`config.mk`:
```
export PLATFORM = sky130hd
export DESIGN_NAME = addition_stage2_align
export DESIGN_NICKNAME = d
export VERILOG_FILES = /design/src/rtl/addition_stage2_align.sv
export SDC_FILE = /design/constraint.sdc
export NUM_CORES = 1
export LEC_CHECK = 0
export CAP_MARGIN = 20
export CORE_AREA = 2 2 106 108
export CTS_CLUSTER_DIAMETER = 50
export DETAILED_ROUTE_END_ITERATION = 7
export DIE_AREA = 0 0 108 110
export PLACE_DENSITY = 0.5
export SLEW_MARGIN = 20
export SYNTH_ARGS = -nofsm -noshare
export SYNTH_HDL_FRONTEND = slang
export SYNTH_SLANG_ARGS = --single-unit
```
`constraint.sdc`:
```
create_clock -name clk_in -period 2.94 [get_ports clk_in]
set_input_delay 0.588 -clock clk_in [delete_from_list [all_inputs] [get_ports clk_in]]
set_output_delay 0.588 -clock clk_in [all_outputs]
set_load 0.005 [all_outputs]
```
`src/rtl/addition_stage2_align.sv`:
```
// FP adder stage 2: aligns the smaller operand's mantissa by |exp_diff| with sticky collection.
// Define ALIGN_BARREL_SHIFT_EN to replace the 1-bit/cycle shifter with a single-cycle barrel shifter.
module addition_stage2_align #(
   parameter int MENT_WIDTH = 23,
   parameter int EXPO_WIDTH = 8
) (
   input  logic                  clk_in,
   input  logic                  rst_n_in,
   input  logic                  start_in,
   input  logic [EXPO_WIDTH:0]   exp_diff_in,
   input  logic [MENT_WIDTH-1:0] smaller_operand_in,
   input  logic                  hidden_bit_in,
   input  logic                  ready_in,
   output logic                  ready_out,
   output logic                  valid_out,
   output logic [MENT_WIDTH+3:0] aligned_mantissa_out
);

   localparam int AW = MENT_WIDTH + 4;
   localparam logic [EXPO_WIDTH:0]   SAT_LIMIT = (EXPO_WIDTH+1)'(AW);
   localparam logic [EXPO_WIDTH-1:0] CNT_SAT   = EXPO_WIDTH'(AW);
   localparam logic [EXPO_WIDTH-1:0] CNT_ZERO  = '0;

   typedef enum logic [1:0] {
      IDLE  = 2'd0,
      SHIFT = 2'd1,
      DONE  = 2'd2
   } state_t;

   state_t              state_reg, state_next;
   logic [AW-1:0]       out_reg, out_next;
   logic [EXPO_WIDTH:0] mag;
   logic [EXPO_WIDTH-1:0] count_load;
   logic [AW-1:0]       load_vec;

   // -256 cannot occur, so the low EXPO_WIDTH bits of mag are exact whenever mag is not saturated
   assign mag        = exp_diff_in[EXPO_WIDTH] ? -exp_diff_in : exp_diff_in;
   assign count_load = (mag > SAT_LIMIT) ? CNT_SAT : mag[EXPO_WIDTH-1:0];
   assign load_vec   = {hidden_bit_in, smaller_operand_in, 3'b000};

   assign ready_out            = (state_reg == IDLE);
   assign valid_out            = (state_reg == DONE);
   assign aligned_mantissa_out = out_reg;

`ifdef ALIGN_BARREL_SHIFT_EN

   logic [AW-1:0] shifted_vec;
   logic [AW-1:0] sticky_mask;
   logic [AW-1:0] barrel_result;

   // Bits [count:0] of the pre-shift vector all collapse into the sticky position
   for (genvar gi = 0; gi < AW; gi++) begin : g_sticky_mask
      assign sticky_mask[gi] = (EXPO_WIDTH'(gi) <= count_load);
   end

   assign shifted_vec   = load_vec >> count_load;
   assign barrel_result = {shifted_vec[AW-1:1], |(load_vec & sticky_mask)};

   always_comb begin
      state_next = state_reg;
      out_next   = out_reg;
      case (state_reg)
         IDLE: begin
            if (start_in) begin
               out_next   = barrel_result;
               state_next = DONE;
            end
         end
         DONE: begin
            if (ready_in) begin
               state_next = IDLE;
            end
         end
         default: begin
            state_next = IDLE;
         end
      endcase
   end

   always_ff @(posedge clk_in or negedge rst_n_in) begin
      if (!rst_n_in) begin
         state_reg <= IDLE;
         out_reg   <= '0;
      end else begin
         state_reg <= state_next;
         out_reg   <= out_next;
      end
   end

`else

   localparam logic [EXPO_WIDTH-1:0] CNT_ONE = EXPO_WIDTH'(1);

   logic [EXPO_WIDTH-1:0] count_reg, count_next;
   logic [AW-1:0]         shift_reg, shift_next;
   logic [AW-1:0]         shift_step;

   // One position per cycle; bit 0 keeps the OR of everything that has fallen off the end
   assign shift_step = {1'b0, shift_reg[AW-1:2], shift_reg[1] | shift_reg[0]};

   always_comb begin
      state_next = state_reg;
      out_next   = out_reg;
      count_next = count_reg;
      shift_next = shift_reg;
      case (state_reg)
         IDLE: begin
            if (start_in) begin
               shift_next = load_vec;
               count_next = count_load;
               if (count_load == CNT_ZERO) begin
                  out_next   = load_vec;
                  state_next = DONE;
               end else begin
                  state_next = SHIFT;
               end
            end
         end
         SHIFT: begin
            shift_next = shift_step;
            count_next = count_reg - CNT_ONE;
            if (count_reg == CNT_ONE) begin
               out_next   = shift_step;
               state_next = DONE;
            end
         end
         DONE: begin
            if (ready_in) begin
               state_next = IDLE;
            end
         end
         default: begin
            state_next = IDLE;
         end
      endcase
   end

   always_ff @(posedge clk_in or negedge rst_n_in) begin
      if (!rst_n_in) begin
         state_reg <= IDLE;
         out_reg   <= '0;
         count_reg <= '0;
         shift_reg <= '0;
      end else begin
         state_reg <= state_next;
         out_reg   <= out_next;
         count_reg <= count_next;
         shift_reg <= shift_next;
      end
   end

`endif

endmodule

```
==> qor.yml <==
die_area_um2: 11900
critPathKind: "in -> reg"
diodes: 0
setup_viol: 0
synth_edf_count: 0
first_pass_iters: 4
cts_tree: "yes"
slew_violations: 0
final_layout_size_suffix_gt1_share_pct: 21.1
place_hpwl_mm: 4.95
period_needed_ns: 2.70
dieHeight_um: 110
nets: 421
core_area_um2: 10700
synth_cell_type_count: 45
ir_worst_vdd_v: 0.000415
root_buffer: "clkbuf_8"
grt_start_max_net_pins: 38
synth_area_leaders: "dfrtp_1, mux2_2, nand2_1"
viasPerCell: 4.63
postLayoutCellArea_um2: 4210
finalCritPeriodShare_pct: 91.7
hold_path_class: "in -> async"
synth_nets: 346
crit_path_end_kind: "flip-flop"
h-tree-depth: 3
grt_pass1_vias: 2534
dp_cells: 510
row_count: 38
gr-total-overflow: 0
yosys.area.top_type: "dfrtp_1"
post-cts-setup-buffers: 0
startpoint_type: "input port"
p_leak_uw: 0.00186
whs_ns: 0.290
slew_headroom_pct: 55.6
yosys_warnings: 0
avgSynthCellArea_um2: 10.3
status: "complete, no violations"
wl_mm: 7.38
ctsHoldBuffers: 0
first_iter_violations: 95
yosys.area.top_type_share_pct: 50.6
fillers: 1104
power_density_nw_per_um2: 1050
clkLatencyLatePin_ns: 0.33
place_area_um2: 4050
numCtsBuffers: 9
drt.antenna.violating_nets: 0
rsz0062_at_grt: "no"
cts_buffer_depth: 2
vias: 2421
cts_resized: 0
fmax_mhz: 371
yosys_most_used_dff: "dfrtp_1"
max_cap_viol_count: 0
finClkSkew_ns: 0.00714
syn_inst: 306
met3_usage_pct: 3.64
track_usage_pct: 13.2
grt_pass1_wl_mm: 12.2
port-buffer-count: 65
ys_top_cells_by_count: "nand2_1, dfrtp_1, mux2_2"
critPathRequiredTime_ns: 3.15
gp_congestion: 0.798
start_util_pct: 29.6
boundaryPins: 66
ys_seq_area_share_pct: 50.6
worstPathArrival_ns: 2.91
met2_usage_pct: 20.5
stdcell_count: 523
tightest_slew_ns: 0.666
synth_most_common_cell: "nand2_1"
clkSinkCount: 64
drt-wirelength-per-cell_um: 14.1
antenna_found_initial: 0
busiest_layer: "met2"
cp_max_fo: 25
synth_area_um2: 3160
synthToLayoutAreaGrowth_pct: 33.0
clk_pin_slew_worst_paths_ns: 0.06
die_w_um: 108
ys_ff_latch: 64
drc: 0
finalHoldViolCount: 0
async_reset_ff_share_pct: 100
grt_use_met1_pct: 17.7
## final timing paths
kind,startpoint,endpoint,slack (ns),cells past startpoint
max,exp_diff_in[0],aligned_mantissa_out[8],0.24,9
min,rst_n_in,aligned_mantissa_out[9],0.29,1
max reg2reg,count_reg[2],aligned_mantissa_out[8],0.63,7
min reg2reg,count_reg[7],count_reg[7],0.49,1
max in group asynchronous,rst_n_in,count_reg[5],2.01,2
min in group clk_in,count_reg[7],count_reg[7],0.49,1
## cell families after synthesis
family,Yosys count,synth area share [%]
fa+ha+maj,3,1.19
buf+inv,26,3.99
compound gates,36,7.75
xor+xnor,3,0.831
mux,48,17.1
flops,64,50.6
simple gates,126,18.5
## worst max-delay path, stage by stage
cell             delay [ns]
clkdlybuf4s50_1        0.44
inv_1                  0.07
ha_1                   0.21
or3b_2                 0.47
nand3_1                0.13
nand3b_1               0.13
a211oi_4               0.26
buf_12                 0.24
mux2_2                 0.35
## final cells by class
cell class	count	area, um^2	area share [%]
tap	140	175	4.16
multi-input combinational	216	1450	34.5
clock inverter	1	5.00	0.119
sequential	64	1600	38.1
inverter	10	37.5	0.892
timing repair buffer	80	783	18.6
clock buffer	12	155	3.69
## power by group
group / switching [uW] / internal (uW) / leakage, uW
logic: 1010 / 1180 / 0.000973
registers: 272 / 1310 / 0.000800
clock network: 305 / 337 / 0.0000842
## metrics by stage
step / utilization [%] / total power, uW / setup TNS (ns) / setup slack (ns)
after detailed placement: 37.8 / 3830 / -2.44 / -0.113
after global routing: 39.3 / 4800 / 0 / 0.119
after CTS: 39.3 / 4500 / 0 / 0.232
final: 39.3 / 4420 / 0 / 0.244
after global placement: 37.8 / 3800 / -2.12 / -0.0915
after floorplan: - / 2970 / 0 / 0.339
## cell usage in the layout (no fill, tap or decap), types with 2 or more instances in the layout
cell type	count
dfrtp_1	64
nor3_1	8
o21ai_0	11
o221ai_1	2
xnor2_1	2
nand3_1	5
nor2b_1	2
a22o_1	3
ha_1	3
clkbuf_8	11
mux2_2	46
buf_4	13
mux2_1	2
nand2b_1	2
inv_1	10
nand2_1	80
a21oi_1	7
nor4_1	2
o41ai_1	2
nor2_1	11
buf_12	2
o31ai_1	3
clkdlybuf4s50_1	64
or4_1	4
## routing by layer
layer | up-vias | wire, um | part of all wire, %
met5 | - | 0 | 0
met3 | 9 | 403 | 5.5
li1 | 1201 | - | -
met2 | 55 | 3250 | 44
met1 | 1156 | 3630 | 49
met4 | 0 | 99 | 1.3
Note: power is estimated with default switching activity, not from simulation.
